## src/rtl/pc_stack_unit.sv

```systemverilog
// pc_stack_unit: 4004-style 12-bit program counter with circular return-address stack and bus address-nibble drive.
// Ports:
//   clock, reset            system clock; synchronous active-high reset clearing all state
//   cycle[2:0]              subcycle from control (0-2 address out, 3-6 loads, 7 sync)
//   pc_control[1:0]         0 NOP, 1 PUSH, 2 POP, 3 NOP; sampled only at the cycle-2 edge
//   pc_write_enable[2:0]    per-nibble PC load strobes, honoured at cycle 3-6 edges
//   pc_next_sel[1:0]        load source: 0 data_in, 1 inst_operand, 2 reg_data, 3 data_in
//   data_in, inst_operand, reg_data [3:0]  load source nibbles
//   reg_out_enable          register file owns the bus (FIN); also inhibits the next increment
//   addr_out[3:0], addr_out_en  address nibble onto the shared bus in cycles 0-2
//   pc[11:0], stack_depth[2:0]  current PC and number of valid stack entries
//   stack_overflow, stack_underflow  sticky error flags, built only with PC_STACK_ERR_EN
module pc_stack_unit #(
  parameter int STACK_DEPTH = 3
) (
  input  logic        clock,
  input  logic        reset,
  input  logic [2:0]  cycle,
  input  logic [1:0]  pc_control,
  input  logic [2:0]  pc_write_enable,
  input  logic [1:0]  pc_next_sel,
  input  logic [3:0]  data_in,
  input  logic [3:0]  inst_operand,
  input  logic [3:0]  reg_data,
  input  logic        reg_out_enable,
  output logic [3:0]  addr_out,
  output logic        addr_out_en,
  output logic [11:0] pc,
  output logic [2:0]  stack_depth,
  output logic        stack_overflow,
  output logic        stack_underflow
);
  localparam logic [2:0] DEPTH = 3'(STACK_DEPTH);
  localparam logic [2:0] LAST = 3'(STACK_DEPTH - 1);
  // Sized to the full 3-bit pointer range; only the first STACK_DEPTH entries are ever written.
  logic [11:0] stack [8];
  logic [2:0]  sp, sp_inc, sp_dec;
  logic [11:0] pc_inc;
  logic [3:0]  nib;
  logic        inhibit_inc, push, pop, load;
  always_comb begin
    sp_inc = (sp == LAST) ? 3'd0 : sp + 3'd1;
    sp_dec = (sp == 3'd0) ? LAST : sp - 3'd1;
    pc_inc = pc + 12'd1;
    nib = (pc_next_sel == 2'd1) ? inst_operand : (pc_next_sel == 2'd2) ? reg_data : data_in;
    push = (cycle == 3'd2) && (pc_control == 2'd1);
    pop = (cycle == 3'd2) && (pc_control == 2'd2);
    load = (cycle >= 3'd3) && (cycle <= 3'd6);
    addr_out_en = !reset && (cycle <= 3'd2) && !reg_out_enable;
    addr_out = reset ? 4'd0 : (cycle == 3'd0) ? pc[3:0] : (cycle == 3'd1) ? pc[7:4] : (cycle == 3'd2) ? pc[11:8] : 4'd0;
  end
  always_ff @(posedge clock) begin
    if (reset) begin
      pc <= 12'd0;
      sp <= 3'd0;
      stack_depth <= 3'd0;
      inhibit_inc <= 1'b0;
      for (int i = 0; i < 8; i++) stack[i] <= 12'd0;
    end else begin
      // FIN fetches its second word from the register file, so the PC must not advance past it.
      if ((cycle <= 3'd1) && reg_out_enable) inhibit_inc <= 1'b1;
      else if (cycle == 3'd7) inhibit_inc <= 1'b0;
      if (pop) begin
        pc <= stack[sp_dec];
        sp <= sp_dec;
        stack_depth <= (stack_depth == 3'd0) ? 3'd0 : stack_depth - 3'd1;
      end else if (push) begin
        stack[sp] <= pc_inc;
        sp <= sp_inc;
        pc <= pc_inc;
        stack_depth <= (stack_depth == DEPTH) ? DEPTH : stack_depth + 3'd1;
      end else if ((cycle == 3'd2) && !inhibit_inc) begin
        pc <= pc_inc;
      end else if (load) begin
        pc[3:0] <= pc_write_enable[0] ? nib : pc[3:0];
        pc[7:4] <= pc_write_enable[1] ? nib : pc[7:4];
        pc[11:8] <= pc_write_enable[2] ? nib : pc[11:8];
      end
    end
  end
`ifdef PC_STACK_ERR_EN
  always_ff @(posedge clock) begin
    if (reset) begin
      stack_overflow <= 1'b0;
      stack_underflow <= 1'b0;
    end else begin
      if (push && (stack_depth == DEPTH)) stack_overflow <= 1'b1;
      if (pop && (stack_depth == 3'd0)) stack_underflow <= 1'b1;
    end
  end
`else
  assign stack_overflow = 1'b0;
  assign stack_underflow = 1'b0;
`endif
endmodule

```

## config.mk

```make
export PLATFORM = sky130hd
export DESIGN_NAME = pc_stack_unit
export DESIGN_NICKNAME = d
export VERILOG_FILES = /design/src/rtl/pc_stack_unit.sv
export SDC_FILE = /design/constraint.sdc
export NUM_CORES = 1
export LEC_CHECK = 0
export ABC_AREA = 1
export CAP_MARGIN = 0
export CORE_UTILIZATION = 55
export CTS_CLUSTER_DIAMETER = 200
export DETAILED_ROUTE_END_ITERATION = 8
export GPL_TIMING_DRIVEN = 0
export PLACE_DENSITY = 0.86
export SLEW_MARGIN = 20
export SYNTH_ARGS = -nofsm -noshare
export SYNTH_HDL_FRONTEND = slang
export SYNTH_SLANG_ARGS = --single-unit
```

## constraint.sdc

```tcl
create_clock -name clock -period 4.7 [get_ports clock]
set_clock_uncertainty 0.1 [all_clocks]
set_input_delay 0.94 -clock clock [delete_from_list [all_inputs] [get_ports clock]]
set_output_delay 0.94 -clock clock [all_outputs]
set_load 0.01 [all_outputs]
```

* After elaboration in Yosys (flattened, before gate mapping)
Memory sizes are Yosys's and may differ from the RTL's.
Cells that the tools add are included.
** Word-level totals
- Memories :: 1
- Bits in registers :: 19
- Bits in writable memories :: 96
- Word-level logic and storage cells :: 80
- Output and inout bits :: 22
- Input bits :: 25
** Operators by class
- Equality and inequality tests :: 9
- Add/sub/neg operators :: 5
- Multiplexer cells :: 32
- Magnitude comparators :: 4
- Reductions and logical operators :: 23
** Memory list
- stack :: words 8, width 12, rd ports 1, clocked after memory_dff 0, wr ports 8, RTL line 36 : logic [11:0] stack [8];
** Operators with widths (number)
- 2-to-1 mux 12 bit :: 5
- 2-to-1 mux 4 bit :: 9
- 2-to-1 mux 3 bit :: 9
- nonzero test 4 bit :: 4
- adder 12 x 1 -> 12 bit, second input constant :: 1
- OR reduction 12 bit :: 1
- == test 3 x 2 -> 1 bit, second input constant :: 3
- logical NOT 3 bit :: 3
- 2-to-1 mux 1 bit :: 9
- logical AND 1 bit :: 7
- adder 3 x 1 -> 3 bit, second input constant :: 2
- AND reduction 2 bit :: 3
- subtractor 3 x 1 -> 3 bit, second input constant :: 2
- == test 2 x 1 -> 1 bit, second input constant :: 2
- == test 2 bit, second input constant :: 2
- nonzero test 2 bit :: 2
- == test 3 x 1 -> 1 bit, second input constant :: 1
- == test 3 bit, second input constant :: 1
- greater-or-equal comparator 3 x 2 -> 1 bit, second input constant :: 1
- less-or-equal comparator 3 x 1 -> 1 bit, second input constant :: 1
- less-or-equal comparator 3 x 2 -> 1 bit, second input constant :: 1
- less-or-equal comparator 3 bit, second input constant :: 1
- logical NOT 1 bit :: 3

* Logic depth before layout (Yosys ltp)
Gate-level depths: netlist of run 1.
- Depth in word-level cells :: 8
- Mapped depth :: 15
- Mapped depth without buffers :: 12

* Worst setup path after synthesis of run 1
No wires, ideal clock.
- Kind :: input port to output port
- Start point :: input port cycle[2]
- End point :: output port addr_out[0]
- Buffers on the path :: 0
- Arrival time :: 1.696 ns
- Stages on the path :: 3
- Required time :: 3.660 ns
- Setup slack :: 1.964 ns
- Path through :: nor2_1 -> o21ai_0 -> a221oi_1
** Between the ends
- Longest elaborated chain between the ends :: 5
- Elaborated cells on any way between the ends :: 7
- Those cells by class :: 2 x eq/ne; 4 x mux; 1 x reduce/logical
** Ends and longest elaborated chain
- start: declaration :: RTL line 18 : input logic [2:0] cycle,
- == test 3 x 2 -> 1 bit :: RTL line 50 : addr_out = reset ? 4'd0 : (cycle == 3'd0) ? pc[3:0] : (cycle == 3'd1) ? pc[7:4] : (cycle == 3'd2) ? pc[11:8] : ...
- 2-to-1 mux 4 bit (2 in a row) :: RTL line 50
- 2-to-1 mux 4 bit (*) (2 in a row) :: RTL line 50
- end: declaration :: RTL line 26 : output logic [3:0] addr_out,
Every way passes the cells marked *; elsewhere a longest branch is shown, timed or not.

* Final worst setup path of run 1
- Start point :: input port cycle[1]
- End point :: output port addr_out[0]
The elaborated chain is that of the path after synthesis.

==> results of run 1 <==
## synthesized netlist by cell type (2+ instances only)
| cell | count | area, sq um |
|---|---|---|
| nand3b_1 | 3 | 22.5 |
| nand2_4 | 11 | 124 |
| inv_4 | 4 | 25.0 |
| dfxtp_1 | 19 | 380 |
| a31oi_1 | 3 | 18.8 |
| buf_2 | 9 | 45.0 |
| o21ai_0 | 28 | 140 |
| o21ai_1 | 4 | 20.0 |
| nor2_4 | 3 | 33.8 |
| inv_2 | 4 | 15.0 |
| nand2_1 | 177 | 664 |
| inv_1 | 80 | 300 |
| o21ai_2 | 2 | 17.5 |
| nor2_2 | 19 | 119 |
| or2_2 | 10 | 62.6 |
| nand4_1 | 3 | 18.8 |
| edfxtp_1 | 96 | 2880 |
| buf_6 | 13 | 146 |
| buf_4 | 8 | 60.1 |
| nor2_8 | 2 | 40.0 |
| nand2_2 | 2 | 12.5 |
| nor2_1 | 165 | 619 |
| clkbuf_1 | 5 | 18.8 |
| a221oi_1 | 2 | 17.5 |
| a21oi_1 | 14 | 70.1 |
| nand3_1 | 84 | 420 |
| o21bai_1 | 4 | 30.0 |
| ha_1 | 9 | 113 |
## final cells by class
class / instances / area share
Buffer: 35 / 0.0352
Clock buffer: 25 / 0.0672
Clock inverter: 7 / 0.00652
Inverter: 88 / 0.0443
Multi-Input combinational cell: 552 / 0.341
Sequential cell: 115 / 0.425
Tap cell: 143 / 0.0233
Timing Repair Buffer: 44 / 0.0574
## flip-flops by register name, indices dropped and copies added, names as in the netlist
| signal | count |
|---|---|
| inhibit_inc | 1 |
| sp | 3 |
| stack_depth | 3 |
| pc | 12 |
| stack | 96 |
## per-layer routing
| metal | up-vias | GRT usage |
|---|---|---|
| met2 | 322 | 0.490 |
| met4 | 0 | 0.164 |
| li1 | 2673 | - |
| met5 | - | 0 |
| met1 | 2581 | 0.381 |
| met3 | 61 | 0.0790 |
## path summary, 6_finish.rpt
path | from | to | slack, ns
setup / recovery | cycle[1] | addr_out[0] | 0.88
setup reg to reg | sp[0] | pc[4] | 1.86
hold reg to reg | inhibit_inc | inhibit_inc | 0.41
hold / removal | inhibit_inc | inhibit_inc | 0.41
## kinds of logic after synthesis
| family | Yosys count | share of synthesized area |
|---|---|---|
| xor+xnor | 2 | 0.00270 |
| fa+ha+maj | 9 | 0.0174 |
| compound gates | 59 | 0.0508 |
| other cells | 1 | 0.000579 |
| flops | 115 | 0.504 |
| simple gates | 480 | 0.331 |
| buf+inv | 123 | 0.0942 |
## critical path: cells and delay by family
family	cells	cell delay, ns
buffers and inverters	2	1.08
AO/OA/AOI/OAI	2	0.44
AND/OR/NAND/NOR	1	0.32
## metrics by stage
step / setup slack, ns / instance area [sq um] / hold slack, ns / total power (uW) / std cells
after detailed placement: 0.900 / 7110 / 0.397 / 1490 / 977
after global routing: 0.715 / 7670 / 0.435 / 2770 / 1009
after global placement: 0.909 / 7100 / 0.389 / 1490 / 977
final: 0.878 / 7670 / 0.407 / 2700 / 1009
after floorplan: 1.96 / 6480 / 0.354 / 1360 / 790
after CTS: 0.895 / 7670 / 0.405 / 2690 / 1009
## power groups by stage
stage	logic, uW	clock network, uW	registers, uW
detailed placement	300	0	1190
finish	309	1210	1170
global placement	296	0	1190
global route	335	1260	1180
CTS	303	1210	1170
floorplan	170	0	1190
==> results.json, run 1 <==
{
  "num_rows": 39,
  "gp_congestion": 0.961,
  "die_x_um": 111,
  "grt_max_degree": 17,
  "layout_common_cells": "nand2_1 (177), nor2_1 (165), edfxtp_1 (96), nand3_1 (84), inv_1 (80)",
  "crit_chain": "clkdlybuf4s50_1, nor2_1, o21ai_0, a221oi_1, clkdlybuf4s50_1",
  "final_common_cell": "nand2_1",
  "track_usage": 0.306,
  "period_needed_ns": 3.82,
  "power-per-cell-area_nw_per_um2": 351,
  "drc_errors": 0,
  "synthCells": 789,
  "cap_violations": 0,
  "setup_violations": 0,
  "crit_type": "input port to output pin",
  "status": "completed",
  "fin_setup_tns_ns": 0,
  "p_int_uw": 2000,
  "htreeDepth": 4,
  "min_path_type": "flip-flop to flip-flop",
  "ios": 47,
  "cpMostUsedCell": "clkdlybuf4s50_1",
  "slowest_stage": "clkdlybuf4s50_1",
  "ys_seq_elements": 115,
  "clock-root-buffer": "clkbuf_16",
  "ctsResizeCount": 0,
  "nFillCells": 917,
  "dp_hpwl_um": 12300,
  "multiInputGateArea_sq_um": 2620,
  "routed_wl_um": 17800,
  "switchingPower_uw": 693,
  "cellLeakagePower_uw": 0.00338,
  "cts_buffer_depth": 2,
  "cts_hold_buf": 0,
  "grt_pass1_vias": 5447,
  "routedWlPerCell_um": 17.6,
  "final_nets": 887,
  "syn_area_sq_um": 6480,
  "timing.final.crit_share": 0.813,
  "die_area_sq_um": 12200,
  "drive_above_1_share": 0.136,
  "coreArea_sq_um": 11500,
  "clock-sinks": 115,
  "tightestPinTransition_ns": 0.919,
  "antenna_found_initial": 0,
  "synth_edf_count": 96,
  "ir_worst_vdd_mv": 0.271,
  "vias": 5637,
  "slew_headroom": 0.384,
  "first_pass_iters": 8,
  "utilization": 0.669,
  "pwr-share-clk": 0.450,
  "post-cts-setup-buffer-count": 0,
  "drt-initial-drc-count": 554,
  "fp.dieH_um": 111,
  "cp-end-kind": "output pin",
  "worstPathArrival_ns": 2.78,
  "start_util": 0.565,
  "route.met2.wl_um": 8200,
  "vias_per_cell": 5.59,
  "dr.max_layer_used": "met4",
  "rsz0062_at_grt": "false",
  "antenna-diode-count": 0,
  "slew_viol_final": 0,
  "critical_path_peak_fanout": 6,
  "ys.flop_type": "edfxtp_1",
  "seqPwrFrac": 0.435,
  "worst_ep_required_time_ns": 3.66,
  "swShare": 0.257,
  "overflow": 0,
  "cts_tree": "built",
  "clk_latency_ns": 0.42,
  "clk_pin_slew_worst_paths_ns": 0.06,
  "synth_cell_type_count": 34,
  "io_buffers": 44,
  "pwr-share-comb": 0.115,
  "ff2ff_path_depth": 12,
  "wl_met1_um": 6880,
  "worstSetupStartpointType": "input port",
  "grt_pass1_wl_um": 28000,
  "cts_buffers": 17,
  "ys_seq_area_frac": 0.504,
  "hold_viol": 0,
  "antenna_left": 0,
  "areaGrowthSynthToFinish_pct": 18.5,
  "yosysWarnings": 0,
  "hold_depth": 2,
  "fmax_mhz": 262,
  "dr_wl_met3_um": 1880,
  "register_area_sq_um": 3260,
  "synth-async-reset-ratio": 0,
  "max_stage_delay_ns": 0.59,
  "synth_area_per_cell_sq_um": 8.21
}
Note: power is estimated with default switching activity, not from simulation.
==> run 2, diff against run 1 <==
Settings changed: CORE_UTILIZATION 55 to 54, PLACE_DENSITY 0.86 to 0.88.
Clock period 4.7 ns to 3.3 ns, I/O delays scaled along.
==> results.json, run 2 (synthesis gave the netlist of run 1 again) <==
{
  "status": "complete, but fails checks",
  "violations": "DRC",
  "rrSetupSlack_ns": 0.53,
  "coreArea_sq_um": 11600,
  "total_power_uw": 3730,
  "routedWlPerCell_um": 17.5,
  "cts_hold_buf": 0,
  "clock-root-buffer": "clkbuf_16",
  "fmax_mhz": 317,
  "cts_tree": "built",
  "largest_register_ff_count": 96,
  "track_usage": 0.294,
  "antenna-diode-count": 0,
  "clk_latency_ns": 0.42,
  "crit_type": "input port to output pin",
  "areaGrowthSynthToFinish_pct": 17.6,
  "timing.final.crit_share": 0.956,
  "overflow": 0,
  "cts_buffers": 17,
  "cellLeakagePower_uw": 0.00336,
  "final_common_cell": "nand2_1",
  "multiInputGateArea_sq_um": 2620,
  "grt_max_degree": 17,
  "antenna_found_initial": 0,
  "top_register": "stack",
  "reg.largest.list": "stack (96), pc (12)",
  "clock-sinks": 115,
  "nFillCells": 927,
  "vias_per_cell": 5.56,
  "htreeDepth": 4,
  "grt_pass1_vias": 5242,
  "io_buffers": 44,
  "num_rows": 39,
  "slew_headroom": 0.454,
  "vias": 5602,
  "grt_pass1_wl_um": 27200,
  "antenna_left": 0,
  "setup_violations": 0,
  "start_util": 0.560,
  "fin_setup_tns_ns": 0,
  "final_cell_area_sq_um": 7620,
  "drive_above_1_share": 0.130,
  "die_x_um": 112,
  "first_pass_iters": 7,
  "worstSetupStartpointType": "input port",
  "worstPathArrival_ns": 2.39,
  "register_area_sq_um": 3260,
  "power-per-cell-area_nw_per_um2": 489,
  "tightestPinTransition_ns": 0.815,
  "gp_congestion": 0.976,
  "placed_cell_area_sq_um": 7110,
  "cap_violations": 0,
  "final_nets": 887,
  "slew_viol_final": 0,
  "layout_common_cells": "nand2_1 (177), nor2_1 (163), edfxtp_1 (96), nand3_1 (84), inv_1 (80)",
  "drc_errors": 7,
  "ios": 47,
  "ir_worst_vdd_mv": 0.362,
  "critical_path_peak_fanout": 5,
  "drt-initial-drc-count": 726,
  "cts_buffer_depth": 2,
  "period_needed_ns": 3.15,
  "die_area_sq_um": 12400,
  "routed_wl_um": 17600,
  "whs_ns": 0.402,
  "fp.dieH_um": 112,
  "worst_ep_required_time_ns": 2.54,
  "min_path_type": "flip-flop to flip-flop",
  "cp-end-kind": "output pin",
  "dp_hpwl_um": 12200,
  "clk_pin_slew_worst_paths_ns": 0.05,
  "hold_viol": 0
}
-- run 2: cell type report --
class,count,area share
tap,143,0.0235
inverter,88,0.0447
sequential,115,0.428
timing repair buffer,44,0.0578
clock buffer,20,0.0573
buffer,35,0.0355
clock inverter,10,0.00903
multi-input combinational,552,0.344
-- run 2: critical path: stages --
cell	delay, ns
clkdlybuf4s50_1	0.54
nor2_4	0.21
nand2_4	0.12
o21ai_0	0.15
a21oi_1	0.06
nor2_1	0.11
clkdlybuf4s50_1	0.55
-- run 2: timing repair --
item	in CTS	in global routing
resized for setup	0	2
setup buffers	0	0
setup endpoints to repair	0	4
-- run 2: per-stage QoR --
stage                     instances  worst slack (ns)   util
after floorplan                 790              1.02      -
after global placement          977            0.0799  0.614
after detailed placement        977            0.0820  0.615
after CTS                      1007            0.0762  0.658
after global routing           1007          -0.00857  0.659
final                          1007             0.146  0.659
-- run 2: path summary, 6_finish.rpt --
check         startpoint          end  cells after the start
max             cycle[0]  addr_out[1]                      7
min          inhibit_inc  inhibit_inc                      2
max reg2reg        sp[0]        pc[3]                     12
min reg2reg  inhibit_inc  inhibit_inc                      2
-- run 2: layer usage --
metal | share of wire | GRT usage | up-vias
met1 | 0.39 | 0.371 | 2549
met3 | 0.11 | 0.0838 | 66
met4 | 0.046 | 0.164 | 0
met2 | 0.45 | 0.458 | 324
met5 | 0 | 0 | -
li1 | - | - | 2663
-- run 2: report_power, final --
part | switching, uW | internal (uW) | leakage [uW] | total [uW]
clock network | 614 | 1000 | 0.000251 | 1620
logic | 294 | 147 | 0.00197 | 441
registers | 41.1 | 1630 | 0.00115 | 1670
total | 948 | 2780 | 0.00336 | 3730
==> run 3, diff against run 2 <==
Settings changed: CORE_UTILIZATION 54 to 25, PLACE_DENSITY 0.88 to 0.53, SLEW_MARGIN 20 to 10.
==> results.json, run 3 (synthesis gave the netlist of run 1 again) <==
{
  "slew_viol_final": 0,
  "start_util": 0.256,
  "routedWlPerCell_um": 16.8,
  "routed_wl_um": 20100,
  "fin_setup_tns_ns": 0,
  "min_path_type": "flip-flop to flip-flop",
  "worst_ep_required_time_ns": 2.54,
  "final_nets": 887,
  "top_register": "stack",
  "worstPathArrival_ns": 2.43,
  "multiInputGateArea_sq_um": 2630,
  "gp_congestion": 0.906,
  "final_common_cell": "nand2_1",
  "areaGrowthSynthToFinish_pct": 23.5,
  "die_area_sq_um": 26600,
  "hold_viol": 0,
  "track_usage": 0.157,
  "period_needed_ns": 3.19,
  "cts_tree": "built",
  "timing.final.crit_share": 0.966,
  "clk_pin_slew_worst_paths_ns": 0.06,
  "cap_violations": 0,
  "total_power_uw": 4120,
  "antenna-diode-count": 0,
  "cellLeakagePower_uw": 0.00342,
  "worstSetupStartpointType": "input port",
  "drc_errors": 0,
  "reg.largest.list": "stack (96), pc (12)",
  "critical_path_peak_fanout": 5,
  "setup_violations": 0,
  "overflow": 0,
  "power-per-cell-area_nw_per_um2": 515,
  "register_area_sq_um": 3260,
  "layout_common_cells": "nand2_1 (177), nor2_1 (163), edfxtp_1 (96), nand3_1 (84), inv_1 (80)",
  "vias_per_cell": 4.55,
  "ir_worst_vdd_mv": 0.360,
  "grt_pass1_vias": 5114,
  "drive_above_1_share": 0.140,
  "grt_max_degree": 17,
  "antenna_found_initial": 0,
  "coreArea_sq_um": 25300,
  "grt_pass1_wl_um": 30000,
  "io_buffers": 44,
  "vias": 5436,
  "num_rows": 58,
  "fmax_mhz": 314,
  "dp_hpwl_um": 14400,
  "cts_buffers": 17,
  "first_pass_iters": 5,
  "clock-sinks": 115,
  "status": "completed",
  "cp-end-kind": "output pin",
  "drt-initial-drc-count": 462,
  "die_x_um": 163,
  "nFillCells": 2691,
  "rsz0062_at_grt": "false",
  "crit_type": "input port to output pin",
  "htreeDepth": 4,
  "cts_hold_buf": 0,
  "antenna_left": 0,
  "ctsResizeCount": 1,
  "slew_headroom": 0.481,
  "clk_latency_ns": 0.43,
  "cts_buffer_depth": 2,
  "placed_cell_area_sq_um": 7340,
  "post-cts-setup-buffer-count": 0,
  "fp.dieH_um": 163,
  "tightestPinTransition_ns": 0.774,
  "ios": 47,
  "clock-root-buffer": "clkbuf_16",
  "final_cell_area_sq_um": 8000,
  "largest_register_ff_count": 96
}
==> run 3: changes by cell type in the layout (fill, tap and decap cells not counted), moves of 3 or more <==
cell        delta
clkbuf_8       +4
clkinv_2       -3
clkinvlp_4     +3
clkinv_1       -5
bufinv_16      +3
==> run 3: worst max-delay path: stages <==
cell and delay (ns):
clkdlybuf4s50_1 0.51, nor2_4 0.23, nand2_4 0.12, o21ai_0 0.18, a21oi_1 0.06, nor2_1 0.11, clkdlybuf4s50_1 0.55
==> run 3: cell type report <==
type | instances | area share
Clock inverter | 8 | 0.0185
Clock buffer | 24 | 0.0615
Inverter | 88 | 0.0425
Timing Repair Buffer | 44 | 0.0551
Multi-Input combinational cell | 552 | 0.329
Buffer | 35 | 0.0339
Sequential cell | 115 | 0.408
Tap cell | 330 | 0.0516
==> run 3: report_power, final <==
part	total (uW)	internal (uW)	switching, uW	leakage (uW)
Sequential	1670	1630	41.1	0.00115
Combinational	450	148	302	0.00197
Clock	2000	1340	658	0.000303
==> run 3: final timing paths <==
kind / to / start / depth (start not counted) / slack (ns)
worst min-delay path: inhibit_inc / inhibit_inc / 2 / 0.39
worst min register to register: inhibit_inc / inhibit_inc / 2 / 0.39
worst max-delay path: addr_out[2] / cycle[2] / 7 / 0.11
worst max register to register: pc[5] / sp[0] / 12 / 0.38
==> run 3: per-stage QoR <==
stage                     setup slack (ns)  hold WS, ns  instances  utilization
after floorplan                       1.02        0.354        790            -
after global placement             -0.0360        0.375       1164        0.290
after detailed placement           -0.0439        0.377       1164        0.290
after CTS                           0.0570        0.386       1196        0.315
after global routing                0.0208        0.430       1196        0.316
final                                0.114        0.385       1196        0.316
==> run 3: metal layers <==
layer  up-vias  part of all wire  global-route usage
li1       2662                 -                   -
met1      2566              0.43               0.200
met2       170              0.48               0.256
met3        38             0.052              0.0272
met4         0             0.032              0.0756
met5         -                 0                   0
